--- src/rtl/config_frame_loader.sv ---
// Configuration frame loader: shifts a CHUNK-bit beat stream into a CONF_WIDTH shadow word,
// forwards surplus beats down the daisy chain, and pulses cset on commit. Optional macro: CFG_PARITY_EN.
module config_frame_loader #(
    parameter int CONF_WIDTH = 288,
    parameter int CHUNK      = 8,
    parameter int BEATS      = CONF_WIDTH / CHUNK,
    parameter int CNT_W      = $clog2(BEATS)
) (
    input  logic                  clk,
    input  logic                  rst,
    input  logic                  cfg_start,
    input  logic                  cfg_commit,
    input  logic                  cfg_valid,
    output logic                  cfg_ready,
    input  logic [CHUNK-1:0]      cfg_data,
`ifdef CFG_PARITY_EN
    input  logic                  cfg_par,
`endif
    output logic                  chain_valid,
    input  logic                  chain_ready,
    output logic [CHUNK-1:0]      chain_data,
    output logic [CONF_WIDTH-1:0] c,
    output logic                  cset,
    output logic                  load_done,
    output logic                  load_err,
    output logic [1:0]            dbg_state
);

    typedef enum logic [1:0] {
        IDLE   = 2'd0,
        LOAD   = 2'd1,
        FULL   = 2'd2,
        COMMIT = 2'd3
    } state_t;

    state_t                state_q;
    logic [CONF_WIDTH-1:0] shadow_q;
    logic [CNT_W-1:0]      count_q;
    logic                  cset_q;
    logic                  done_q;
    logic                  err_q;
    logic                  frame_bad;

`ifdef CFG_PARITY_EN
    logic bad_q;
    logic par_mismatch;
    // Even parity: cfg_par must equal the XOR of the data bits.
    assign par_mismatch = cfg_par ^ (^cfg_data);
    assign frame_bad    = bad_q;
`else
    assign frame_bad    = 1'b0;
`endif

    // Handshake: a beat moves when valid and ready are both high in the same cycle.
    // In FULL the block is transparent, so ready/valid come straight from the other side.
    assign cfg_ready   = (state_q == LOAD) ? 1'b1 :
                         (state_q == FULL) ? chain_ready : 1'b0;
    assign chain_valid = (state_q == FULL) & cfg_valid;
    assign chain_data  = cfg_data;
    assign c           = shadow_q;
    assign cset        = cset_q;
    assign load_done   = done_q;
    assign load_err    = err_q;
    assign dbg_state   = state_q;

    always_ff @(posedge clk or negedge rst) begin
        if (!rst) begin
            state_q  <= IDLE;
            shadow_q <= '0;
            count_q  <= '0;
            cset_q   <= 1'b0;
            done_q   <= 1'b0;
            err_q    <= 1'b0;
`ifdef CFG_PARITY_EN
            bad_q    <= 1'b0;
`endif
        end else begin
            cset_q <= 1'b0;
            case (state_q)
                IDLE: begin
                    if (cfg_start) begin
                        state_q <= LOAD;
                        count_q <= '0;
                        done_q  <= 1'b0;
                        err_q   <= 1'b0;
`ifdef CFG_PARITY_EN
                        bad_q   <= 1'b0;
`endif
                    end
                end
                LOAD: begin
                    // A restart takes priority over any beat presented in the same cycle.
                    if (cfg_start) begin
                        count_q <= '0;
                        done_q  <= 1'b0;
                        err_q   <= 1'b0;
`ifdef CFG_PARITY_EN
                        bad_q   <= 1'b0;
`endif
                    end else if (cfg_commit) begin
                        state_q <= IDLE;
                        err_q   <= 1'b1;
                    end else if (cfg_valid) begin
                        shadow_q <= {cfg_data, shadow_q[CONF_WIDTH-1:CHUNK]};
`ifdef CFG_PARITY_EN
                        if (par_mismatch) bad_q <= 1'b1;
`endif
                        if (count_q == CNT_W'(BEATS - 1)) state_q <= FULL;
                        else count_q <= count_q + 1'b1;
                    end
                end
                FULL: begin
                    if (cfg_start) begin
                        state_q <= LOAD;
                        count_q <= '0;
                        done_q  <= 1'b0;
                        err_q   <= 1'b0;
`ifdef CFG_PARITY_EN
                        bad_q   <= 1'b0;
`endif
                    end else if (cfg_commit) begin
                        if (frame_bad) begin
                            state_q <= IDLE;
                            err_q   <= 1'b1;
                        end else begin
                            state_q <= COMMIT;
                            cset_q  <= 1'b1;
                        end
                    end
                end
                COMMIT: begin
                    state_q <= IDLE;
                    done_q  <= 1'b1;
                end
            endcase
        end
    end

endmodule

--- config.mk ---
export PLATFORM = sky130hd
export DESIGN_NAME = config_frame_loader
export DESIGN_NICKNAME = d
export VERILOG_FILES = /design/src/rtl/config_frame_loader.sv
export SDC_FILE = /design/constraint.sdc
export NUM_CORES = 1
export LEC_CHECK = 0
export CAP_MARGIN = 10
export CORE_UTILIZATION = 44
export DETAILED_ROUTE_END_ITERATION = 10
export PLACE_DENSITY = 0.89
export SYNTH_ARGS = -nofsm -noshare
export SYNTH_HDL_FRONTEND = slang
export SYNTH_SLANG_ARGS = --single-unit
--- constraint.sdc ---
create_clock -name clk -period 1.95 [get_ports clk]
set_clock_uncertainty 0.15 [all_clocks]
set_input_delay 0.39 -clock clk [delete_from_list [all_inputs] [get_ports clk]]
set_output_delay 0.39 -clock clk [all_outputs]
set_load 0.03 [all_outputs]
==> impl_metrics.yaml, run 1 <==
status:
  status: "completed"
floorplanning:
  core-area_um2: 26100
  dieArea_um2: 27200
  initial_core_util: 0.448
  die_y_um: 165
  boundaryPins: 317
  dieWidth_um: 165
  rows: 59
worst_setup_path:
  crit_fanout: 5
  path_buf_inv: 2
  cp_data_arrival_time_ps: 1400
  critPathLaunchType: "flop"
  cpMaxStageDelayCell: "dfrtp_2"
  crit_chain: "clkinvlp_4 -> and3_4 -> buf_6"
  crit_family: "flip-flops"
  critPathRequiredTime_ps: 1410
  end_kind: "primary output"
  max_stage_delay_ps: 430
  critical_path_class: "reg -> out"
power:
  p_total_mw: 15.5
  vdd_ir_drop_max_mv: 1.13
  power.leakage_nw: 9.19
  powerDensity_nw_per_um2: 943
clock_network:
  clk_latency_ps: 540
  htree_levels: 1
  cts_buffers: 31
  clockBufferDepth: 3
  clkTransAtPathRegs_ps: 60
  cts_tree: "built"
  cts.sinks: 299
  clk_root_buffer_cell: "clkbuf_16"
synth:
  yosysTopAreaCell: "dfrtp_1"
  ys_ff_latch: 299
  ys_types: 39
  async_flop_share: 1.00
  yosysSeqAreaShare: 0.641
  synth_top_area_frac: 0.641
  synth_edf_count: 0
  synth.avg_cell_area_um2: 16.9
  synth_area_um2: 11700
  syn_nets: 704
  ys.flop_type: "dfrtp_1"
  ys_warn_count: 0
  synthTopCellsByArea: "dfrtp_1 (64%), mux2_2 (21%), mux2_4 (9.0%), buf_2 (0.94%), buf_6 (0.77%)"
  netlist_instances: 689
place:
  io_buffers: 316
  dp_hpwl_mm: 19.9
  place_area_um2: 15500
  place.gp.congestion: 0.826
timing:
  hold_slack_ps: 213
  min_period_over_period: 0.993
  rsz0062_at_grt: "yes"
  tightest_slew_ps: 471
  finalHoldViolations: 0
  relSlewSlack: 0.686
  finalSetupViolCount: 0
  max_freq_mhz: 517
  fin_crit_ps: 1940
  slew_viol_final: 0
layout:
  drive_above_1_share: 0.414
  num_antenna_cells: 0
  final_nets: 1077
  final_design_area_no_fill_um2: 16500
  nFillCells: 1891
  syn_to_final_growth_pct: 41.0
  fin_util: 0.632
drt:
  routed_wl_mm: 29.0
  route.vias.total: 7300
  drc_errors: 0
  firstDrtPassIters: 4
  wl_per_cell_um: 20.4
  ant_nets: 0
  dr.first_iter.drc_count: 392
  routed_via_density: 5.14
grt:
  gr-usage-all-layers: 0.208
  grt_pass1_wl_mm: 43.8
  grt_antenna_before_repair: 0
  grt_max_degree: 55
  grt_overflow: 0
  grt_pass1_vias: 7660
hold_path:
  hold_class: "in -> async"
run:
  cap_violations: 0
==> per-stage QoR <==
stage                     cells  setup TNS [ps]  worst slack [ps]
after floorplan             689            -718             -36.0
after CTS                  1417           -62.8             -37.0
after global routing       1421            -267             -31.8
after global placement     1347          -81000              -315
after detailed placement   1347          -90090              -370
final                      1421               0              14.5
==> layout make-up <==
type | instances | area (µm²) | area share
Clock inverter | 13 | 178 | 0.0108
Tap cell | 335 | 419 | 0.0255
Clock buffer | 44 | 875 | 0.0531
Inverter | 5 | 22.5 | 0.00137
Sequential cell | 299 | 7480 | 0.455
Timing Repair Buffer | 385 | 3570 | 0.217
Multi-Input combinational cell | 340 | 3910 | 0.238
==> cell usage in the layout, fill, tap and decap left out, types with 3 or more instances in the layout <==
master           count
buf_6                8
inv_1                4
bufinv_16            4
mux2_2             217
clkbuf_8             5
o2bb2ai_1            3
clkbuf_2            15
clkdlybuf4s15_2      7
clkbuf_16           32
a21oi_1              4
mux2_4              71
buf_12              12
buf_4               54
o21ai_0              4
clkdlybuf4s50_1     12
dlygate4sd2_1      211
clkinv_2             5
clkbuf_1             8
nand2_1              4
clkinvlp_4           3
clkdlybuf4s15_1     58
dfrtp_1            297
==> worst paths after layout <==
check	from	to	slack, ps	depth (start not counted)
worst max-delay path	dbg_state[0]	chain_valid	10	3
worst min-delay path	rst	c[110]	210	2
worst max register to register	dbg_state[0]	c[125]	20	6
worst min register to register	c[0]	c[0]	350	1
max in group asynchronous	rst	c[20]	770	3
min in group clk	cfg_data[1]	c[281]	340	2
==> per-layer routing <==
layer  up-vias  part of all wire  wire, µm  GRT usage
li1       3202                 -         -          -
met1      3752              0.39     11400      0.253
met2       302              0.50     14600      0.364
met3        44             0.081      2350     0.0560
met4         0             0.020       586     0.0546
met5         -                 0         0          0
==> Yosys cell counts (all sizes together), types with 2 or more instances <==
cell type and n:
nand3 2, a311o 2, clkbuf 5, a32o 2
nor2 2, nand2b 2, nor3 2, dfrtp 299
a21oi 4, o2bb2ai 3, buf 40, o21ai 5
inv 5, and4b 2, nor3b 2, nand2 5
and3 2, mux2 288
==> where the power goes <==
group | switching (mW) | total (mW) | internal (mW)
clock | 2.38 | 6.02 | 3.65
combinational | 1.53 | 2.48 | 0.946
sequential | 0.378 | 7.03 | 6.65
total | 4.29 | 15.5 | 11.2
==> registers in the layout, indices dropped and copies added (netlist names) <==
| name | flops |
|---|---|
| cset | 1 |
| load_err | 1 |
| c | 288 |
| dbg_state | 2 |
| count_q | 6 |
| load_done | 1 |
==> logic make-up after synthesis <==
kind of cell | Yosys count | share of synthesized area
AOI/OAI and AO/OA | 24 | 0.0154
adders and majority gates | 1 | 0.00107
buffers and inverters | 50 | 0.0268
DFF | 299 | 0.641
muxes | 288 | 0.300
and+or+nand+nor | 27 | 0.0153
==> what timing repair did <==
action	4_1_cts	5_1_grt
setup buffers	12	4
endpoints found under the setup margin	295	156
cloned	0	1
resized for setup	335	86
hold endpoints to repair	73	0
hold buffers	1	0
pin swaps	1	3
(Power assumes the default switching activity.)
==> inputs of run 2 (changes only) <==
CTS_CLUSTER_SIZE = 30   (was default)
==> results of run 2 <==
Same layout as run 1: the final DEF is identical, and so are final timing and power.
